<file path="config.mk">
export PLATFORM = sky130hd
export DESIGN_NAME = seg7_scan_decoder
export DESIGN_NICKNAME = d
export VERILOG_FILES = /design/src/rtl/seg7_pkg.sv /design/src/rtl/seg7_to_bcd.sv /design/src/rtl/seg7_scan_decoder.sv
export SDC_FILE = /design/constraint.sdc
export NUM_CORES = 1
export LEC_CHECK = 0
export BUFFER_PORTS_ARGS = -buffer_cell sky130_fd_sc_hd__buf_4
export CAP_MARGIN = 30
export CORE_MARGIN = 2
export CORE_UTILIZATION = 45
export DETAILED_ROUTE_END_ITERATION = 8
export MAX_ROUTING_LAYER = met4
export PLACE_DENSITY_LB_ADDON = 0.05
export SETUP_SLACK_MARGIN = 0.15
export SYNTH_ARGS = -nofsm -noshare
export SYNTH_HDL_FRONTEND = slang
export SYNTH_SLANG_ARGS = --single-unit
</file>
<file path="constraint.sdc">
create_clock -name clk -period 2.7 [get_ports clk]
set_input_delay 0 -clock clk [delete_from_list [all_inputs] [get_ports clk]]
set_output_delay 0 -clock clk [all_outputs]
set_load 0.02 [all_outputs]
</file>
<file path="src/rtl/seg7_pkg.sv">
// Shared 7-segment constants and the pattern -> BCD decode used by both the
// display driver and the scan decoder.
//   SEG_0..SEG_9 : active-low g..a patterns for digits 0-9
//   SEG_ILLEGAL  : BCD code reported for any pattern that is not a digit
//   seg7_to_bcd_f: returns {valid, bcd}; exact match only
package seg7_pkg;

  localparam logic [6:0] SEG_0 = 7'h40;
  localparam logic [6:0] SEG_1 = 7'h79;
  localparam logic [6:0] SEG_2 = 7'h24;
  localparam logic [6:0] SEG_3 = 7'h30;
  localparam logic [6:0] SEG_4 = 7'h19;
  localparam logic [6:0] SEG_5 = 7'h12;
  localparam logic [6:0] SEG_6 = 7'h02;
  localparam logic [6:0] SEG_7 = 7'h78;
  localparam logic [6:0] SEG_8 = 7'h00;
  localparam logic [6:0] SEG_9 = 7'h10;

  localparam logic [3:0] SEG_ILLEGAL = 4'hF;

  function automatic logic [4:0] seg7_to_bcd_f(input logic [6:0] seg_n);
    logic [4:0] res;
    case (seg_n)
      SEG_0:   res = {1'b1, 4'd0};
      SEG_1:   res = {1'b1, 4'd1};
      SEG_2:   res = {1'b1, 4'd2};
      SEG_3:   res = {1'b1, 4'd3};
      SEG_4:   res = {1'b1, 4'd4};
      SEG_5:   res = {1'b1, 4'd5};
      SEG_6:   res = {1'b1, 4'd6};
      SEG_7:   res = {1'b1, 4'd7};
      SEG_8:   res = {1'b1, 4'd8};
      SEG_9:   res = {1'b1, 4'd9};
      default: res = {1'b0, SEG_ILLEGAL};
    endcase
    return res;
  endfunction

endpackage

</file>
<file path="src/rtl/seg7_to_bcd.sv">
// Combinational decode of one active-low 7-segment pattern.
//   seg_n : segments g..a, active-low
//   valid : 1 when seg_n is exactly one of the ten digit patterns
//   bcd   : decoded digit, SEG_ILLEGAL when not valid
module seg7_to_bcd
  import seg7_pkg::*;
(
  input  logic [6:0] seg_n,
  output logic       valid,
  output logic [3:0] bcd
);

  always_comb begin
    {valid, bcd} = seg7_to_bcd_f(seg_n);
  end

endmodule

</file>
<file path="src/rtl/seg7_scan_decoder.sv">
// Recovers BCD digits from a multiplexed active-low 7-segment bus.
// The bus is sampled once per stable dwell of {dig_sel, seg_in}; decoded
// digits collect in a shadow frame and are published once every digit has
// been seen.
//   clk, rst    : clock, asynchronous active-high reset
//   seg_in      : [7]=dp, [6:0]=g..a, all active-low
//   dig_sel     : one-hot digit strobe
//   bcd_out     : digit i at [4i+3:4i], 4'hF for an illegal pattern
//   dp_out      : decimal point per digit, 1 = lit
//   err_out     : digit held an illegal pattern in the last frame
//   frame_valid : one-cycle pulse when the outputs above update
//   sel_err     : one-cycle pulse per dwell with a non-one-hot strobe
module seg7_scan_decoder
  import seg7_pkg::*;
#(
  parameter int unsigned NDIG   = 4,
  parameter int unsigned SETTLE = 3
)
(
  input  logic              clk,
  input  logic              rst,
  input  logic [7:0]        seg_in,
  input  logic [NDIG-1:0]   dig_sel,
  output logic [4*NDIG-1:0] bcd_out,
  output logic [NDIG-1:0]   dp_out,
  output logic [NDIG-1:0]   err_out,
  output logic              frame_valid,
  output logic              sel_err
);

  localparam int unsigned    CW      = $clog2(SETTLE + 1);
  localparam logic [CW-1:0]  CNT_MAX = CW'(SETTLE);
  localparam logic [CW-1:0]  CNT_PRE = CW'(SETTLE - 1);

  logic [NDIG+7:0]   cur_in;
  logic [NDIG+7:0]   prev_q, prev_d;
  logic [CW-1:0]     cnt_q, cnt_d;
  logic              sampled_q, sampled_d;
  logic [NDIG-1:0]   mask_q, mask_d;
  logic [4*NDIG-1:0] sh_bcd_q, sh_bcd_d;
  logic [NDIG-1:0]   sh_dp_q, sh_dp_d;
  logic [NDIG-1:0]   sh_err_q, sh_err_d;
  logic [4*NDIG-1:0] bcd_q, bcd_d;
  logic [NDIG-1:0]   dp_q, dp_d;
  logic [NDIG-1:0]   err_q, err_d;
  logic              frame_valid_q, frame_valid_d;
  logic              sel_err_q, sel_err_d;

  logic              changed;
  logic              settle_hit;
  logic              sample;
  logic              publish;
  logic              sel_onehot;
  logic [NDIG-1:0]   sel_m1;
  logic              dec_valid;
  logic [3:0]        dec_bcd;

  seg7_to_bcd u_dec (
    .seg_n (seg_in[6:0]),
    .valid (dec_valid),
    .bcd   (dec_bcd)
  );

  assign cur_in = {dig_sel, seg_in};

  // Clearing the lowest set bit leaves zero only for a single-bit strobe.
  always_comb begin
    sel_m1     = dig_sel - NDIG'(1);
    sel_onehot = (dig_sel != '0) && ((dig_sel & sel_m1) == '0);
  end

  // Dwell tracking: settle_hit fires on the single edge the count reaches SETTLE.
  always_comb begin
    changed   = (cur_in != prev_q);
    prev_d    = cur_in;
    cnt_d     = cnt_q;
    sampled_d = sampled_q;
    if (changed) begin
      cnt_d     = '0;
      sampled_d = 1'b0;
    end else if (cnt_q != CNT_MAX) begin
      cnt_d = cnt_q + 1'b1;
    end
    settle_hit = !changed && (cnt_q == CNT_PRE);
    sample     = settle_hit && sel_onehot && !sampled_q;
    sel_err_d  = settle_hit && !sel_onehot;
    if (sample) begin
      sampled_d = 1'b1;
    end
  end

  // Publish copies the pre-edge shadow; a sample on the same edge lands in
  // the shadow and in the freshly cleared mask, so it belongs to the next frame.
  always_comb begin
    publish       = &mask_q;
    mask_d        = publish ? '0 : mask_q;
    sh_bcd_d      = sh_bcd_q;
    sh_dp_d       = sh_dp_q;
    sh_err_d      = sh_err_q;
    for (int unsigned i = 0; i < NDIG; i++) begin
      if (sample && dig_sel[i]) begin
        sh_bcd_d[4*i +: 4] = dec_bcd;
        sh_dp_d[i]         = ~seg_in[7];
        sh_err_d[i]        = ~dec_valid;
        mask_d[i]          = 1'b1;
      end
    end
    bcd_d         = publish ? sh_bcd_q : bcd_q;
    dp_d          = publish ? sh_dp_q  : dp_q;
    err_d         = publish ? sh_err_q : err_q;
    frame_valid_d = publish;
  end

  always_ff @(posedge clk or posedge rst) begin
    if (rst) begin
      prev_q        <= '0;
      cnt_q         <= '0;
      sampled_q     <= 1'b0;
      mask_q        <= '0;
      sh_bcd_q      <= '0;
      sh_dp_q       <= '0;
      sh_err_q      <= '0;
      bcd_q         <= '0;
      dp_q          <= '0;
      err_q         <= '0;
      frame_valid_q <= 1'b0;
      sel_err_q     <= 1'b0;
    end else begin
      prev_q        <= prev_d;
      cnt_q         <= cnt_d;
      sampled_q     <= sampled_d;
      mask_q        <= mask_d;
      sh_bcd_q      <= sh_bcd_d;
      sh_dp_q       <= sh_dp_d;
      sh_err_q      <= sh_err_d;
      bcd_q         <= bcd_d;
      dp_q          <= dp_d;
      err_q         <= err_d;
      frame_valid_q <= frame_valid_d;
      sel_err_q     <= sel_err_d;
    end
  end

  assign bcd_out     = bcd_q;
  assign dp_out      = dp_q;
  assign err_out     = err_q;
  assign frame_valid = frame_valid_q;
  assign sel_err     = sel_err_q;

endmodule

</file>
Word level (Yosys, flattened, before mapping)
Cells that the tools add are included.
- add/sub/neg operators: 2
- eq/ne operators: 12
- multiplexer cells: 10
- bitwise operators: 3
- reductions and logical operators: 22
- operators with widths (operator ; count):
    $pmux W5 S10 ; 1
    $eq A7 B5 Y1 const B ; 3
    $eq A7 B7 Y1 const B ; 3
    $eq A7 B6 Y1 const B ; 2
    $ne A12 B12 Y1 ; 1
    $reduce_bool A2 Y1 ; 6
    $logic_and A1 B1 Y1 ; 9
    $eq A7 B2 Y1 const B ; 1
    $logic_not A7 Y1 ; 1
    $mux W1 ; 6
    $and A4 B4 Y4 ; 1
    $logic_not A4 Y1 ; 1
    $mux W2 ; 2
    $mux W4 ; 1
    $reduce_and A4 Y1 ; 1
    $reduce_bool A4 Y1 ; 1
    $sub A4 B1 Y4 const B ; 1
    $logic_not A1 Y1 ; 3
    $add A2 B1 Y2 const B ; 1
    $eq A2 B2 Y1 const B ; 1
    $ne A2 B2 Y1 const B ; 1
    $not A1 Y1 ; 2
- register bits: 69
- input bits: 14
- output and inout port bits: 26
- logic and storage cells: 73

Depth between registers and ports, before layout
Gate-level depths: netlist of the first run.
- depth after elaboration: 8
- gate-level depth with buffers: 6
- mapped depth without buffers: 5

Modules after synthesis
Synthesis of the first run repeated with hierarchy kept, for this count alone.
- cell total of the unflattened synthesis: 247
- area total of the unflattened synthesis: 2851.5 um2
- modules (own cells, without submodules) (module ; instances ; cells each ; area an instance (um2) ; seq. area each (um2)):
    seg7_scan_decoder ; 1 ; 219 ; 2650.0 ; 1726.7
    seg7_to_bcd ; 1 ; 28 ; 201.4 ; 0.0

Worst setup path after synthesis of the first run
No wires, ideal clock.
- path kind: register to register
- from: register prev_q[9]
- to: register sh_err_q[0]
- library setup time: 0.128 ns
- arrival time: 1.616 ns
- required time: 2.572 ns
- slack: 0.956 ns
- cell stages (with the launch flop): 6
- buffers on the path: 0
- clock period less this slack: 1.744 ns
- path through: dfrtp_1 -> xnor2_1 -> nand4_1 -> nor3_2 -> nand3_2 -> mux2_1
- word-level cells in the longest chain between the ends: 6
- ends and longest elaborated chain (element ; RTL line ; text):
    start: declaration ; seg7_scan_decoder.sv:36 ; logic [NDIG+7:0] prev_q, prev_d;
    start signal: assignment ; seg7_scan_decoder.sv:129 ; prev_q <= prev_d;
    $ne A12 B12 Y1 ; seg7_scan_decoder.sv:74 ; changed = (cur_in != prev_q);
    $logic_not A1 Y1 ; seg7_scan_decoder.sv:84 ; settle_hit = !changed && (cnt_q == CNT_PRE);
    $logic_and A1 B1 Y1 ; seg7_scan_decoder.sv:84 ;
    $logic_and A1 B1 Y1 (2 in series) ; seg7_scan_decoder.sv:85 ; sample = settle_hit && sel_onehot && !sampled_q;
    $logic_and A1 B1 Y1 ; seg7_scan_decoder.sv:101 ; if (sample && dig_sel[i]) begin
    end signal: assignment ; seg7_scan_decoder.sv:135 ; sh_err_q <= sh_err_d;
    end: declaration ; seg7_scan_decoder.sv:42 ; logic [NDIG-1:0] sh_err_q, sh_err_d;
No other way between the ends.
A chain may end at the register's enable or synchronous reset.

Worst setup path after layout of the first run
- from: register prev_q[8]
- to: register sh_err_q[1]
The elaborated chain is that of the path after synthesis.

==> results of run 1 <==
==> worst max-delay path by stage <==
stage | slack, ns | from | endpoint
3_5_place_dp | 0.65 | prev_q[8] | sh_err_q[1]
3_3_place_gp | 0.70 | prev_q[8] | sh_err_q[1]
2_1_floorplan | 0.96 | rst | bcd_out[0]
5_1_grt | 0.49 | dig_sel[0] | sh_err_q[1]
4_1_cts | 0.64 | prev_q[8] | sh_err_q[1]
6_report | 0.65 | prev_q[8] | sh_err_q[1]
==> power breakdown <==
group          leakage (nW)  internal, mW  switching (mW)
clock                0.0928         0.364           0.407
sequential            0.895          1.04         0.00415
combinational         0.875        0.0539          0.0697
==> state kept, by name, indices dropped and copies added, names as in the netlist, 2 cells and up <==
| name | cells |
|---|---|
| sh_err_q | 4 |
| prev_q | 12 |
| mask_q | 4 |
| bcd_out | 16 |
| sh_bcd_q | 16 |
| sh_dp_q | 4 |
| cnt_q | 2 |
| dp_out | 4 |
| err_out | 4 |
==> per-layer routing <==
metal	part of all wire [%]	track usage, %	wire length, um
met5	0	-	0
met4	0.93	6.35	54
met3	3.7	4.38	213
met2	47	26.8	2700
met1	49	24.9	2800
==> metrics by stage <==
stage	util, %	std cells	power, mW	setup slack (ns)
after CTS	56.7	398	1.96	0.636
final	56.7	398	1.94	0.651
after detailed placement	51.7	369	1.18	0.652
after floorplan	-	265	1.14	0.956
after global placement	51.7	369	1.18	0.699
after global routing	56.7	398	2.03	0.494
==> cells in the mapped netlist (2+ instances only) <==
master    instances
a21oi_1           3
buf_2             2
buf_4             2
clkbuf_1          8
dfrtp_1          69
ha_1              2
inv_1             8
mux2_1            4
mux2_2           16
mux2i_1           4
nand2_1          77
nand2b_1          2
nand3_2           4
nand4_1           4
nor2_1            5
nor2b_1           3
nor3_1            2
nor3b_1           2
nor4_1            2
nor4b_1           2
o21ai_0           6
o22ai_1           2
xnor2_1          12
xor2_1            3
==> area by class of cell <==
| cell class | count | area (um^2) |
|---|---|---|
| inverter | 8 | 30.0 |
| clock buffer | 10 | 138 |
| clock inverter | 6 | 47.5 |
| multi-input combinational | 174 | 1110 |
| fill | 560 | 2750 |
| sequential | 69 | 1730 |
| timing repair buffer | 54 | 450 |
| tap | 77 | 96.3 |
==> cell families (layout without fill, tap and decap cells) <==
logic type / count (synthesis) / in the layout
compound gates: 20 / 20
buf+inv: 22 / 78
xor+xnor: 15 / 15
flops: 69 / 69
simple gates: 113 / 113
fa+ha+maj: 2 / 2
mux: 24 / 24
==> worst max-delay path, stage by stage, from the launching register on <==
cell and delay [ns]:
dfrtp_1 0.39, xnor2_1 0.18, nand4_1 0.15, nor3_2 0.49
nand3_2 0.33, mux2_1 0.39
==> repair_timing <==
| action | in CTS | in global routing |
|---|---|---|
| endpoints found under the hold margin | 50 | 0 |
| gates resized for setup | 0 | 0 |
| hold buffers | 13 | 0 |
==> results.yml, run 1 <==
status:
  status: "finished, final reports clean"
clock_tree:
  cts_sinks: 69
  htreeDepth: 3
  cts_tree: "built"
  cts_buffers: 9
  cts_buffer_depth: 2
  path_clk_slew_ns: 0.08
  clkLatencyLatePin_ns: 0.34
  post_cts_buffers: 0
  cts_root_buf: "clkbuf_8"
timing:
  holdWs_ns: 0.366
  rsz0062_at_grt: "no"
  max_freq_mhz: 488
  worstMarginPinSlew_ns: 0.776
  min_period_ns: 2.05
  finalHoldViolCount: 0
  slew_headroom_pct: 48.2
  fin_skew_ns: 0.00861
  setup_tns_ns: 0
  setup_viol: 0
  drv_slew: 0
  fin_crit_sh_pct: 75.9
route:
  vias: 2022
  drtIter0Drc: 111
  routed_wl_um: 5780
  ant_nets: 0
  vias_per_cell: 5.08
  drc: 0
  first_pass_iters: 4
  wl_per_cell_um: 14.5
global_routing:
  grt_use_total_pct: 18.2
  grt_pass1_wl_um: 9950
  grt_pass1_vias: 2020
  overflow: 0
  antenna_found_initial: 0
  grt_max_degree: 36
floorplan:
  io_pins: 40
  initial_core_util_pct: 46.3
  rows: 29
  fp.dieW_um: 84.8
  die_area_mm2: 0.00719
  core_mm2: 0.00635
  die_y_um: 84.8
logic_synthesis:
  synth_cell_type_count: 45
  muxShareOfSynthArea_pct: 9.03
  ys_ff_latch: 69
  syn_area_mm2: 0.00294
  synthCells: 265
  synth.area.top_cells: "dfrtp_1 (59%), nand2_1 (9.8%), mux2_2 (6.1%)"
  async_reset_ff_share_pct: 100
  syn-num-nets: 281
  ys_seq_area_share_pct: 58.7
  synth_top_family_by_area: "simple AND/OR/NAND/NOR gates"
  avgSynthCellArea_um2: 11.1
  synth_fa_ha_area_share_pct: 0.851
  synth_xor_area_share_pct: 4.47
  synth-main-ff-cell: "dfrtp_1"
  synth_enable_flop_cells: 0
  synth_area_leader_cell: "dfrtp_1"
  synth_top_area_share_pct: 58.7
  synth_compound_area_share_pct: 5.07
  ys_warn_count: 0
  synth_simple_gate_area_share_pct: 18.4
layout:
  finalInstanceArea_mm2: 0.00360
  final_cell_mix: "nand2_1 (77), dfrtp_1 (69), buf_4 (40), mux2_2 (16), dlygate4sd3_1 (13)"
  diodes: 0
  area_growth_pct: 22.5
  layout_commonest_cell: "nand2_1"
  nets: 332
  drive_gt1_share_pct: 26.2
place:
  io_buffers: 39
  dp_hpwl_um: 3840
  place_congestion: 0.761
  place_area_mm2: 0.00328
pwr:
  peakVddDrop_uv: 308
  power_per_cell_area_mw_per_mm2: 539
  p_leak_nw: 1.86
run:
  drv_cap: 0
worst_setup_path:
  r2r_cells: 5
  cp_max_fo: 7
  critPathLaunchType: "flip-flop"
  timing.rr.start: "prev_q[8]"
  path_class: "flip-flop to flip-flop"
  cp.required_ns: 2.92
  critPathCaptureType: "flip-flop"
  critPathArrivalTime_ns: 2.27
  ff2ff_setup_slack_ns: 0.65
  r2r_end: "sh_err_q[1]"
worst_hold_path:
  min_path_type: "input port to async pin"
No activity file was read; power rests on OpenSTA's default activity.
==> run 2: changes to the inputs <==
- clock period: 2.7 -> 1.7 ns (I/O delays scaled with it)
==> run 2 against run 1 <==
Compared with the run above: the run now ends with setup timing left; critical path depth rose by 1; cell area up 7.3%; non-clock buffer count grew 26; final cell count is 6.3% higher; critical path type unchanged.
==> results.yml, run 2 (synthesized netlist as in run 1, its figures left out) <==
route:
  vias_per_cell: 4.98
  drtIter0Drc: 92
  vias: 2107
  routed_wl_um: 6290
  wl_per_cell_um: 14.9
  drc: 0
  ant_nets: 0
  first_pass_iters: 4
global_routing:
  grt_pass1_wl_um: 10900
  grt_max_degree: 70
  grt_use_total_pct: 20.2
  grt_pass1_vias: 2159
  antenna_found_initial: 0
  overflow: 0
worst_setup_path:
  worst_path_max_delay_cell: "dfrtp_1"
  r2r_end: "sh_err_q[0]"
  critPathLaunchType: "flip-flop"
  timing.rr.start: "prev_q[10]"
  critPathCaptureType: "flip-flop"
  cp_max_fo: 7
  r2r_cells: 6
  ff2ff_setup_slack_ns: -0.06
  cp_slowest_stage_delay_ns: 0.38
  path_class: "flip-flop to flip-flop"
  path_delay_family: "simple AND/OR/NAND/NOR gates"
  critPathArrivalTime_ns: 1.99
  cp.required_ns: 1.92
  worstPathCellList: "xnor2_1 > nand4_1 > nor3_4 > buf_4 > nand3_4 > mux2_4"
  cp.buffers_inverters: 1
clock_tree:
  cts_tree: "built"
  clkLatencyLatePin_ns: 0.34
  htreeDepth: 3
  path_clk_slew_ns: 0.08
  cts_buffers: 9
  cts_sinks: 69
  cts_root_buf: "clkbuf_8"
  cts_buffer_depth: 2
timing:
  fin_skew_ns: 0.0131
  min_period_ns: 1.76
  slew_headroom_pct: 55.3
  setup_tns_ns: -0.734
  worstMarginPinSlew_ns: 0.669
  rsz0062_at_grt: "yes"
  max_freq_mhz: 567
  finalWorstSetupSlack_ns: -0.0646
  finalHoldViolCount: 0
  drv_slew: 0
  holdWs_ns: 0.0226
  setup_viol: 21
  fin_crit_sh_pct: 104
pwr:
  power_per_cell_area_mw_per_mm2: 825
  total_power_mw: 3.19
  peakVddDrop_uv: 829
  p_leak_nw: 2.01
floorplan:
  rows: 29
  die_area_mm2: 0.00719
  initial_core_util_pct: 46.3
  core_mm2: 0.00635
  die_y_um: 84.8
  fp.dieW_um: 84.8
  io_pins: 40
place:
  dp_hpwl_um: 4010
  pre_cts_slack_ns: -0.112
  place_congestion: 0.855
  io_buffers: 39
layout:
  diodes: 0
  fill_cells: 537
  drive_gt1_share_pct: 32.7
  regArea_mm2: 0.00173
  final_util_pct: 60.8
  nets: 358
  final_cell_mix: "nand2_1 (77), dfrtp_1 (69), buf_4 (63), mux2_2 (16), dlygate4sd3_1 (13)"
  layout_commonest_cell: "nand2_1"
  multiInputGateArea_mm2: 0.00116
  area_growth_pct: 31.5
status:
  status: "finished with violations"
  violations: "setup timing"
run:
  drv_cap: 0
worst_hold_path:
  hp-start: "dig_sel[0]"
  min_path_type: "input port to flip-flop"
  whs_path_depth: 3
  min_to: "mask_q[0]"
run 2: cell types whose count changed in the layout (fill, tap and decap cells not counted), sizes merged:
cell / delta
bufinv: +1
buf: +26
inv: -1
clkbuf: -1
clkinv: -2
clkinvlp: +2
run 2: cell type report:
class,count,area share [%]
multi-input cells,174,30.1
flip-flops and latches,69,44.7
clock inverters,6,1.65
well taps,77,2.49
clock buffers,9,3.21
inverters,8,0.874
repair buffers,80,17.0
run 2: report_power, final:
group | internal [mW] | switching, mW
logic | 0.106 | 0.123
registers | 1.65 | 0.00633
clock network | 0.669 | 0.629
total | 2.43 | 0.758
run 2: metrics by stage:
stage / cell area [um^2] / instances
after detailed placement: 3440 / 388
after global routing: 3860 / 423
after floorplan: 2950 / 265
after global placement: 3440 / 388
after CTS: 3840 / 421
final: 3860 / 423
run 2: worst max-delay path by stage:
stage,to,startpoint,cells past startpoint,slack [ns]
2_1_floorplan,sh_err_q[0],prev_q[11],5,0.03
5_1_grt,sh_err_q[2],prev_q[7],6,-0.14
6_report,sh_err_q[0],prev_q[10],6,-0.06
3_5_place_dp,sh_err_q[1],prev_q[6],5,-0.11
4_1_cts,sh_err_q[3],prev_q[0],6,-0.06
3_3_place_gp,sh_err_q[1],prev_q[7],5,-0.10
run 2: worst register-to-register path, stage by stage (launching register included):
cell	delay [ns]
dfrtp_1	0.38
xnor2_1	0.18
nand4_1	0.20
nor3_4	0.28
buf_4	0.16
nand3_4	0.13
mux2_4	0.32
run 2: routing by layer:
layer	vias up	global-route usage, %	wire length (um)
met1	1034	27.0	2990
li1	1030	-	-
met4	0	6.06	75
met5	-	-	0
met3	9	5.16	207
met2	34	30.8	3020
run 2: timing repair:
item	in CTS	in global routing
cloned	0	0
resized for setup	10	1
endpoints found under the hold margin	86	1
endpoints found under the setup margin	24	31
setup buffers	6	1
hold buffers	12	1
pin swaps	4	4
